**config.mk**
```make
export PLATFORM = sky130hd
export DESIGN_NAME = ball_ctrl
export DESIGN_NICKNAME = d
export VERILOG_FILES = /design/src/rtl/pong_pkg.sv /design/src/rtl/rise_detect.sv /design/src/rtl/ball_ctrl.sv
export SDC_FILE = /design/constraint.sdc
export NUM_CORES = 1
export LEC_CHECK = 0
export ABC_CLOCK_PERIOD_IN_PS = 3850
export CAP_MARGIN = 25
export CORE_ASPECT_RATIO = 0.9
export CORE_MARGIN = 3
export CORE_UTILIZATION = 50
export CTS_CLUSTER_SIZE = 40
export DETAILED_ROUTE_END_ITERATION = 10
export PLACE_DENSITY = 0.8
export REMOVE_ABC_BUFFERS = 1
export SYNTH_ARGS = -nofsm -noshare
export SYNTH_HDL_FRONTEND = slang
export SYNTH_SLANG_ARGS = --single-unit
```
**constraint.sdc**
```tcl
create_clock -name clock -period 3.85 [get_ports clock]
set_input_delay 0.9625 -clock clock [delete_from_list [all_inputs] [get_ports clock]]
set_output_delay 0.9625 -clock clock [all_outputs]
set_load 0.05 [all_outputs]
```
**src/rtl/pong_pkg.sv**
```systemverilog
// Shared pong definitions: FSM codes, travel directions, winner codes and
// default playfield geometry.
package pong_pkg;

  typedef enum logic [2:0] {
    IDLE     = 3'd0,
    SERVE    = 3'd1,
    PLAY     = 3'd2,
    SCORED   = 3'd3,
    GAMEOVER = 3'd4
  } ctrlState;

  typedef enum logic { RIGHT = 1'b0, LEFT = 1'b1 } xDir;
  typedef enum logic { DOWN  = 1'b0, UP   = 1'b1 } yDir;

  typedef enum logic [2:0] {
    WIN_NONE = 3'd0,
    WIN_P1   = 3'd1,
    WIN_P2   = 3'd2
  } winCode;

  localparam int XINIT_DEF = 320;
  localparam int YINIT_DEF = 240;
  localparam int XLIM_DEF  = 628;
  localparam int YLIM_DEF  = 463;

  // Inclusive range test; an extent with lo > hi matches nothing.
  function automatic logic inRange(input logic [10:0] v, input logic [10:0] lo,
                                   input logic [10:0] hi);
    return (v >= lo) && (v <= hi);
  endfunction

endpackage

```
**src/rtl/rise_detect.sv**
```systemverilog
// Rising-edge detector: one-clock pulse when the input goes from low to high.
module rise_detect (
  input  logic clock,
  input  logic reset,
  input  logic in,
  output logic pulse
);

  logic inPrev;

  always_ff @(posedge clock or posedge reset) begin
    if (reset) inPrev <= 1'b0;
    else       inPrev <= in;
  end

  assign pulse = in & ~inPrev;

endmodule

```
**src/rtl/ball_ctrl.sv**
```systemverilog
// Pong ball controller: serve timing, per-frame ball motion with wall,
// paddle and goal handling, scoring and game-over detection.
module ball_ctrl
  import pong_pkg::*;
#(
  parameter int SPEED        = 2,
  parameter int XINIT        = XINIT_DEF,
  parameter int YINIT        = YINIT_DEF,
  parameter int XLIM         = XLIM_DEF,
  parameter int YLIM         = YLIM_DEF,
  parameter int WIN_SCORE    = 5,
  parameter int SERVE_FRAMES = 60
) (
  input  logic       clock,
  input  logic       reset,
  input  logic       screenEnd,
  input  logic       start,
  input  logic [9:0] p1_leftBound,
  input  logic [9:0] p1_rightBound,
  input  logic [9:0] p2_leftBound,
  input  logic [9:0] p2_rightBound,
  input  logic [8:0] p1_topBound,
  input  logic [8:0] p1_bottomBound,
  input  logic [8:0] p2_topBound,
  input  logic [8:0] p2_bottomBound,
  input  logic [8:0] segLeft_topBound,
  input  logic [8:0] segLeft_bottomBound,
  input  logic [8:0] segRight_topBound,
  input  logic [8:0] segRight_bottomBound,
  output logic [9:0] ball_x,
  output logic [8:0] ball_y,
  output logic [3:0] score1,
  output logic [3:0] score2,
  output logic [2:0] winner,
  output logic [2:0] state,
  output logic       frame_done
);

  localparam logic [10:0] SPD_X   = 11'(SPEED);
  localparam logic [9:0]  SPD_Y   = 10'(SPEED);
  localparam logic [10:0] XLIM_X  = 11'(XLIM);
  localparam logic [9:0]  YLIM_Y  = 10'(YLIM);
  localparam logic [9:0]  XINIT_X = 10'(XINIT);
  localparam logic [8:0]  YINIT_Y = 9'(YINIT);
  localparam logic [3:0]  WIN_CNT = 4'(WIN_SCORE);
  localparam int          CW      = $clog2(SERVE_FRAMES + 1);
  localparam logic [CW-1:0] SERVE_LAST = CW'(SERVE_FRAMES - 1);

  function automatic logic [3:0] satInc(input logic [3:0] s);
    return (s == 4'd15) ? s : s + 4'd1;
  endfunction

  ctrlState      stateQ, stateN;
  logic [9:0]    xQ, xN;
  logic [8:0]    yQ, yN;
  xDir           dxQ, dxN;
  yDir           dyQ, dyN;
  logic [3:0]    s1Q, s1N, s2Q, s2N;
  winCode        winQ, winN;
  logic          fdQ, fdN;
  logic [CW-1:0] cntQ, cntN;
  logic          p2ScoredQ, p2ScoredN;
  logic          tick;
  logic [10:0]   xSum;
  logic [9:0]    ySum;
  logic          hitP1, hitP2, inLeftMouth, inRightMouth;

  rise_detect uRise (
    .clock (clock),
    .reset (reset),
    .in    (screenEnd),
    .pulse (tick)
  );

  // Sums are one bit wider than the position so edge tests never wrap.
  assign xSum = 11'(xQ) + SPD_X;
  assign ySum = 10'(yQ) + SPD_Y;

  assign hitP1 = (dxQ == LEFT)
              && inRange(11'(xQ), 11'(p1_leftBound), 11'(p1_rightBound))
              && inRange(11'(yQ), 11'(p1_topBound), 11'(p1_bottomBound));
  assign hitP2 = (dxQ == RIGHT)
              && inRange(11'(xQ), 11'(p2_leftBound), 11'(p2_rightBound))
              && inRange(11'(yQ), 11'(p2_topBound), 11'(p2_bottomBound));
  assign inLeftMouth  = inRange(11'(yQ), 11'(segLeft_topBound), 11'(segLeft_bottomBound));
  assign inRightMouth = inRange(11'(yQ), 11'(segRight_topBound), 11'(segRight_bottomBound));

  always_ff @(posedge clock or posedge reset) begin
    if (reset) begin
      stateQ    <= IDLE;
      xQ        <= XINIT_X;
      yQ        <= YINIT_Y;
      dxQ       <= RIGHT;
      dyQ       <= DOWN;
      s1Q       <= 4'd0;
      s2Q       <= 4'd0;
      winQ      <= WIN_NONE;
      fdQ       <= 1'b0;
      cntQ      <= '0;
      p2ScoredQ <= 1'b0;
    end else begin
      stateQ    <= stateN;
      xQ        <= xN;
      yQ        <= yN;
      dxQ       <= dxN;
      dyQ       <= dyN;
      s1Q       <= s1N;
      s2Q       <= s2N;
      winQ      <= winN;
      fdQ       <= fdN;
      cntQ      <= cntN;
      p2ScoredQ <= p2ScoredN;
    end
  end

  always_comb begin
    stateN    = stateQ;
    xN        = xQ;
    yN        = yQ;
    dxN       = dxQ;
    dyN       = dyQ;
    s1N       = s1Q;
    s2N       = s2Q;
    winN      = winQ;
    fdN       = 1'b0;
    cntN      = cntQ;
    p2ScoredN = p2ScoredQ;

    case (stateQ)
      IDLE: begin
        xN = XINIT_X;
        yN = YINIT_Y;
      end
      SERVE: if (tick) begin
        if (cntQ == SERVE_LAST) begin
          stateN = PLAY;
          cntN   = '0;
        end else begin
          cntN = cntQ + 1'b1;
        end
      end
      PLAY: if (tick) begin
        fdN = 1'b1;
        if (dyQ == DOWN) begin
          if (ySum >= YLIM_Y) begin
            yN  = YLIM_Y[8:0];
            dyN = UP;
          end else begin
            yN = yQ + SPD_Y[8:0];
          end
        end else if (10'(yQ) <= SPD_Y) begin
          yN  = 9'd0;
          dyN = DOWN;
        end else begin
          yN = yQ - SPD_Y[8:0];
        end

        // Paddle contact outranks the goal line, which outranks free motion.
        if (hitP1) begin
          xN  = p1_rightBound + 10'd1;
          dxN = RIGHT;
        end else if (hitP2) begin
          xN  = p2_leftBound - 10'd1;
          dxN = LEFT;
        end else if ((dxQ == LEFT) && (11'(xQ) <= SPD_X)) begin
          if (inLeftMouth) begin
            s2N       = satInc(s2Q);
            p2ScoredN = 1'b1;
            stateN    = SCORED;
          end else begin
            xN  = 10'd0;
            dxN = RIGHT;
          end
        end else if ((dxQ == RIGHT) && (xSum >= XLIM_X)) begin
          if (inRightMouth) begin
            s1N       = satInc(s1Q);
            p2ScoredN = 1'b0;
            stateN    = SCORED;
          end else begin
            xN  = XLIM_X[9:0];
            dxN = LEFT;
          end
        end else if (dxQ == LEFT) begin
          xN = xQ - SPD_X[9:0];
        end else begin
          xN = xQ + SPD_X[9:0];
        end
      end
      SCORED: begin
        if (p2ScoredQ ? (s2Q == WIN_CNT) : (s1Q == WIN_CNT)) begin
          stateN = GAMEOVER;
          winN   = p2ScoredQ ? WIN_P2 : WIN_P1;
        end else begin
          stateN = SERVE;
          xN     = XINIT_X;
          yN     = YINIT_Y;
          dxN    = p2ScoredQ ? LEFT : RIGHT;
          cntN   = '0;
        end
      end
      GAMEOVER: ;
      default: stateN = IDLE;
    endcase

    // A start in IDLE or GAMEOVER wins over any tick seen in the same cycle.
    if (start && ((stateQ == IDLE) || (stateQ == GAMEOVER))) begin
      stateN = SERVE;
      xN     = XINIT_X;
      yN     = YINIT_Y;
      s1N    = 4'd0;
      s2N    = 4'd0;
      winN   = WIN_NONE;
      cntN   = '0;
    end
  end

  assign ball_x     = xQ;
  assign ball_y     = yQ;
  assign score1     = s1Q;
  assign score2     = s2Q;
  assign winner     = winQ;
  assign state      = stateQ;
  assign frame_done = fdQ;

endmodule

```
==> summary.md, run 1 <==
| Metric | Value |
|---|---|
| Multi-input gate area | `4730 µm²` |
| Placed insts | `1161` |
| Net Switching | `1.33 mW` |
| Clock share of power | `15.3%` |
| Commonest non-fill, non-tap cell in the layout | `clkdlybuf4s50_1` |
| Grt ovf | `0` |
| Final clock skew | `0.00601 ns` |
| #FFs+latches synth | `43` |
| CTS tree | `yes` |
| Worst-Margin Slew | `0.947 ns` |
| Layout cell share with drive strength beyond 1 | `8.42%` |
| Sequential power share | `25.8%` |
| CP startpoint kind | `primary input` |
| CTS clk-pin slew, worst paths | `0.06 ns` |
| 1st-pass router iterations | `5` |
| Crit Path Category | `in -> reg` |
| Dpl hpwl | `14.8 mm` |
| Die width | `126 µm` |
| DR vias/cell | `5.78` |
| All-Layer GR Usage | `26.1%` |
| Final Setup Violations | `0` |
| Routed WL | `around 19 mm` |
| Final hold vios | `0` |
| Fin area | `around 8500 µm²` |
| Die Y | `114 µm` |
| Peak Freq | `276 MHz` |
| Ys Warns | `0` |
| Ys flop type | `dfrtp_1` |
| Placed instance area | `8330 µm²` |
| TritonCTS buffer count | `5` |
| Critical Path AT | `between 3 and 4 ns` |
| HP Class | `reg -> reg` |
| Leakage | `4.11 nW` |
| DRC | `0` |
| Max VDD drop | `0.000284 V` |
| FF+latch area | `around 1100 µm²` |
| Synth Cell Area | `6430 µm²` |
| Antenna diodes | `0` |
| CTS H-tree lvls | `2` |
| Post-synth ARST share | `100%` |
| Ports | `150` |
| Part of the Yosys area used for sequential elements | `16.8%` |
| Pwr/cell area | `337 nW/µm²` |
| Cell internal pwr | `between 1.5 and 2 mW` |
| WL/cell | `16.0 µm` |
| Placeable core area | `approximately 12000 µm²` |
| Nets | `roughly 1200` |
| Port Buffers | `148` |
| Post-CTS Hold Buffers | `0` |
| Max Cap Viol | `0` |
| CTS root buffer | `clkbuf_16` |
| Number of synthesized flops with an enable pin | `0` |
| Post-layout min period | `approximately 3.6 ns` |
| Final weighted congestion in routability-driven placement | `0.917` |
| Most frequent cells in the layout | `clkdlybuf4s50_1 (148), inv_1 (126), ha_1 (122)` |
| Crit Path Max Fanout | `10` |
| Core Util, Final | `around 69%` |
| Post-Layout Cell Count | `between 1000 and 1500` |
| CTS Sinks | `43` |
| Critical Path End Type | `flop` |
| Max clock buf depth | `2` |
| Area delta synth->final | `32.0%` |
| RSZ-0062 raised after global routing | `no` |
| Pin count of the biggest net entering global routing | `44` |
| Combinational share of power | `59.0%` |
| Clk_lat worst skew | `just under 0.3 ns` |
| Status | `completed` |
| Vias in the first global route | `approximately 6600` |
| Net Sw Frac | `between 40% and 50%` |
| Cells after Synth | `835` |
| Fillers | `1005` |
| Via count | `6760` |
| Initial antenna violation count | `0` |
| FP Rows | `38` |
| Syn avg cell area | `7.70 µm²` |
| Crit share post-route | `94.1%` |
| Drt initial violations | `524` |
| Critical Path RT | `4.02 ns` |
| First-pass GRT wire length | `between 30 and 40 mm` |
| Final antenna-violating net count | `0` |
| Synth cell types | `69` |
| # Post-CTS Setup Buffers | `0` |
| Die ar. | `14300 µm²` |
| Max Slew Vio Count | `0` |
| Initial core utilization | `52.2%` |
| Slew margin rel. | `36.6%` |
-- through the flow --
stage	TNS, ns	setup slack, ns	hold slack [ns]	power (mW)
floorplan	0	0.311	0.438	1.77
global placement	-0.122	-0.0299	0.468	2.38
detailed placement	-0.491	-0.0998	0.468	2.41
CTS	0	0.202	0.479	2.85
global route	0	0.0125	0.501	3.10
finish	0	0.229	0.478	2.86
-- final cells by class --
class                           count  area share [%]
Tap cell                          160            2.36
Inverter                          126            5.57
Clock buffer                        5            1.47
Clock inverter                      3           0.280
Timing Repair Buffer              197            21.8
Multi-Input combinational cell    635            55.8
Sequential cell                    43            12.8
-- cells in the mapped netlist (16+ instances only) --
cell	count	area, µm²
o21ai_0	55	275
a31oi_1	17	106
a21oi_1	56	280
xnor2_1	21	184
o21a_1	17	128
nand4_1	20	125
nand2b_1	17	106
nor3_1	16	80.1
nand2_1	46	173
inv_1	126	473
ha_1	122	1530
nand3_1	29	145
dfrtp_1	37	926
clkbuf_1	23	86.3
nor2_1	52	195
-- kinds of logic (layout without fill, tap and decap cells) --
group,after synthesis,in the layout,synth area share (%)
AO/OA/AOI/OAI,239,239,24.8
AND/OR/NAND/NOR,236,236,19.3
buffers and inverters,157,331,9.73
adder cells (fa/ha/maj),122,122,23.7
flip-flops,43,43,16.8
XOR/XNOR,26,26,3.54
multiplexers,11,11,1.98
other,1,1,0.0583
-- metal layers --
layer	vias up	global-route usage (%)	wire length, µm
li1	3377	-	-
met1	3067	36.0	8450
met2	287	43.7	8560
met3	29	3.60	1370
met4	0	6.14	330
met5	-	0	0
-- worst paths after layout --
kind	slack [ns]	depth (start not counted)	from	to
setup / recovery	0.23	12	p2_rightBound[7]	dxQ
hold / removal	0.48	1	cntQ[5]	cntQ[5]
setup reg to reg	0.54	10	ball_y[1]	ball_y[4]
hold reg to reg	0.48	1	cntQ[5]	cntQ[5]
max in group asynchronous	2.34	3	reset	ball_x[6]
min in group asynchronous	1.11	3	reset	score1[0]
-- critical path, cell delays in order --
cell             delay (ns)
clkdlybuf4s50_1        0.45
inv_1                  0.04
ha_1                   0.29
a211oi_1               0.23
o21ai_0                0.11
a211oi_1               0.24
o221ai_1               0.19
or3_1                  0.33
buf_4                  0.19
a31oi_1                0.27
o221ai_1               0.17
mux2_2                 0.31
-- sequential cells by signal (all words and copies together), names as in the netlist --
| name | flops |
|---|---|
| ball_x | 10 |
| ball_y | 9 |
| cntQ | 6 |
| dxQ | 1 |
| dyQ | 1 |
| frame_done | 1 |
| p2ScoredQ | 1 |
| score1 | 4 |
| score2 | 4 |
| state | 3 |
| uRise.inPrev | 1 |
| winner | 2 |
-- power by group through the flow --
stage	logic (mW)	clock network [mW]	registers [mW]
detailed placement	1.67	0	0.740
finish	1.69	0.437	0.738
CTS	1.68	0.440	0.734
global route	1.88	0.459	0.755
global placement	1.64	0	0.738
floorplan	0.942	0	0.829
-- repair_timing --
| action | 4_1_cts | 5_1_grt |
|---|---|---|
| resized for setup | 0 | 2 |
| endpoints found under the hold margin | 0 | 0 |
| endpoints found under the setup margin | 0 | 2 |
No activity file was read; power rests on OpenSTA's default activity.
==> run 2, diff against run 1 <==
--- a/config.mk
+++ b/config.mk
@@ -5,14 +5,13 @@
 export SDC_FILE = /design/constraint.sdc
 export NUM_CORES = 1
 export LEC_CHECK = 0
-export ABC_CLOCK_PERIOD_IN_PS = 3850
 export CAP_MARGIN = 25
 export CORE_ASPECT_RATIO = 0.9
 export CORE_MARGIN = 3
 export CORE_UTILIZATION = 50
 export CTS_CLUSTER_SIZE = 40
 export DETAILED_ROUTE_END_ITERATION = 10
-export PLACE_DENSITY = 0.8
+export PLACE_DENSITY = 0.91
 export REMOVE_ABC_BUFFERS = 1
 export SYNTH_ARGS = -nofsm -noshare
 export SYNTH_HDL_FRONTEND = slang
==> run 2 against run 1 <==
Net effect:
- die area is the same
- clock skew decreased by 0.0041 ns
- worst setup slack worse by 0.012 ns
- critical path depth increased by 2
- highest routed layer unchanged
- total power up 0.55%
- sequential power decreased by 2%
- largest cell class unchanged
==> summary.md, run 2 (synthesis results as in run 1) <==
| Metric | Value |
|---|---|
| DR vias/cell | `5.95 (was 5.78)` |
| CP startpoint kind | `primary input (unchanged)` |
| Post-CTS Hold Buffers | `0 (unchanged)` |
| Flop2flop setup slack | `0.57 ns (was 0.54 ns)` |
| Routed WL | `19.6 mm (was 18.7 mm)` |
| Peak Freq | `275 MHz (was 276 MHz)` |
| CTS root buffer | `clkbuf_16 (unchanged)` |
| FP Rows | `38 (unchanged)` |
| Final antenna-violating net count | `0 (unchanged)` |
| Critical Path RT | `4.07 ns (was 4.02 ns)` |
| DRC | `0 (unchanged)` |
| WL/cell | `16.7 µm (was 16.0 µm)` |
| Vias in the first global route | `6895 (was 6555)` |
| 1st-pass router iterations | `5 (unchanged)` |
| RSZ-0062 raised after global routing | `no (unchanged)` |
| Ports | `150 (unchanged)` |
| Max reg flops | `10 (unchanged)` |
| All-Layer GR Usage | `27.1% (was 26.1%)` |
| Hold_sp | `cntQ[5] (unchanged)` |
| Layout cell share with drive strength beyond 1 | `8.69% (was 8.42%)` |
| Pin count of the biggest net entering global routing | `44 (unchanged)` |
| Post-Layout Cell Count | `1173 (was 1169)` |
| Slew margin rel. | `50.1% (was 36.6%)` |
| HP Class | `reg -> reg (unchanged)` |
| Post-layout min period | `3.63 ns (was 3.62 ns)` |
| Placed instance area | `8360 µm² (was 8330 µm²)` |
| Final Setup Violations | `0 (unchanged)` |
| # Post-CTS Setup Buffers | `0 (unchanged)` |
| Die Y | `114 µm (unchanged)` |
| Via count | `6983 (was 6760)` |
| Worst setup path start | `p2_bottomBound[2] (was p2_rightBound[7])` |
| Status | `completed (unchanged)` |
| Clk_lat worst skew | `0.28 ns (was 0.29 ns)` |
| PnR worst setup slack | `0.216 ns (was 0.229 ns)` |
| Max Cap Viol | `0 (unchanged)` |
| CTS tree | `yes (unchanged)` |
| Total Neg Setup Slack | `0 ns (unchanged)` |
| Setup WS pre-CTS | `-0.124 ns (was -0.0998 ns)` |
| CTS H-tree lvls | `2 (unchanged)` |
| Drt initial violations | `647 (was 524)` |
| Most frequent cells in the layout | `clkdlybuf4s50_1 (148), inv_1 (126), ha_1 (122) (unchanged)` |
| Initial antenna violation count | `0 (unchanged)` |
| RR Startpoint | `ball_x[1] (was ball_y[1])` |
| Grt ovf | `0 (unchanged)` |
| Total Power | `2.88 mW (was 2.86 mW)` |
| Core Util, Final | `69.1% (was 68.9%)` |
| Placed insts | `1165 (was 1161)` |
| Final clock skew | `0.00194 ns (was 0.00601 ns)` |
| Final weighted congestion in routability-driven placement | `0.933 (was 0.917)` |
| Antenna diodes | `0 (unchanged)` |
| Die width | `126 µm (unchanged)` |
| Area delta synth->final | `32.3% (was 32.0%)` |
| Max VDD drop | `0.000247 V (was 0.000284 V)` |
| Port Buffers | `148 (unchanged)` |
| First-pass GRT wire length | `32.6 mm (was 31.4 mm)` |
| Multi-input gate area | `4730 µm² (about the same)` |
| Critical Path AT | `3.86 ns (was 3.79 ns)` |
| CTS Sinks | `43 (unchanged)` |
| FF+latch area | `1080 µm² (unchanged)` |
| Pwr/cell area | `338 nW/µm² (was 337 nW/µm²)` |
| Initial core utilization | `52.2% (unchanged)` |
| Dpl hpwl | `15.5 mm (was 14.8 mm)` |
| Max Slew Vio Count | `0 (unchanged)` |
| Post-CTS sizing | `0 (unchanged)` |
| Max clock buf depth | `2 (unchanged)` |
| TritonCTS buffer count | `5 (unchanged)` |
| Worst-Margin Slew | `0.741 ns (was 0.947 ns)` |
| Crit Path Max Fanout | `6 (was 10)` |
| Critical Path End Type | `flop (unchanged)` |
| Crit Path Category | `in -> reg (unchanged)` |
| Fin area | `8510 µm² (was 8490 µm²)` |
| CTS clk-pin slew, worst paths | `0.06 ns (about the same)` |
| Final hold vios | `0 (unchanged)` |
| Leakage | `4.13 nW (was 4.11 nW)` |
| Hold Slack | `0.497 ns (was 0.478 ns)` |
| Nets | `1250 (was 1246)` |
| Placeable core area | `12300 µm² (unchanged)` |
| Die ar. | `14300 µm² (unchanged)` |
| Fillers | `986 (was 1005)` |
| Crit share post-route | `94.4% (was 94.1%)` |
| Commonest non-fill, non-tap cell in the layout | `clkdlybuf4s50_1 (unchanged)` |
==> run 2: final cells by class <==
cell class	instances	area share [%]
clock buffer	6	1.51
clock inverter	2	0.147
inverter	126	5.56
multi-input combinational	635	55.6
sequential	43	12.7
tap	160	2.35
timing repair buffer	201	22.1
==> run 2: critical path: stages <==
cell	delay (ns)
clkdlybuf4s50_1	0.47
inv_1	0.05
ha_1	0.29
o21ai_0	0.16
a21oi_1	0.06
o41ai_1	0.32
buf_4	0.18
o221ai_1	0.16
or3_4	0.42
buf_4	0.16
buf_4	0.14
o21a_1	0.18
o31ai_1	0.07
a32o_1	0.21
==> run 2: layer usage <==
| metal | GRT usage (%) | wire length (µm) | vias up |
|---|---|---|---|
| met5 | 0 | 0 | - |
| met4 | 9.10 | 594 | 0 |
| met3 | 4.21 | 1790 | 64 |
| met2 | 46.5 | 9120 | 370 |
| met1 | 35.1 | 8140 | 3175 |
| li1 | - | - | 3374 |
==> run 2: worst paths after layout <==
path                       depth (start not counted)   endpoint
setup / recovery                                  14  ball_x[3]
hold / removal                                     1    cntQ[5]
setup reg to reg                                   9  score1[3]
hold reg to reg                                    1    cntQ[5]
max in group asynchronous                          3  ball_x[8]
min in group asynchronous                          3  score2[3]
==> run 2: power breakdown <==
group	internal (mW)	leakage, nW	total [mW]	switching, mW
clock	0.240	0.0669	0.418	0.178
sequential	0.522	0.560	0.721	0.199
combinational	0.778	3.50	1.74	0.962
total	1.54	4.13	2.88	1.34
==> run 3, diff against run 2 <==
--- a/config.mk
+++ b/config.mk
@@ -11,8 +11,10 @@
 export CORE_UTILIZATION = 50
 export CTS_CLUSTER_SIZE = 40
 export DETAILED_ROUTE_END_ITERATION = 10
+export GPL_TIMING_DRIVEN = 1
 export PLACE_DENSITY = 0.91
 export REMOVE_ABC_BUFFERS = 1
+export SKIP_CTS_REPAIR_TIMING = 1
 export SYNTH_ARGS = -nofsm -noshare
 export SYNTH_HDL_FRONTEND = slang
 export SYNTH_SLANG_ARGS = --single-unit
==> results of run 3 <==
The final DEF is identical to that of run 2; final timing and power are the same.
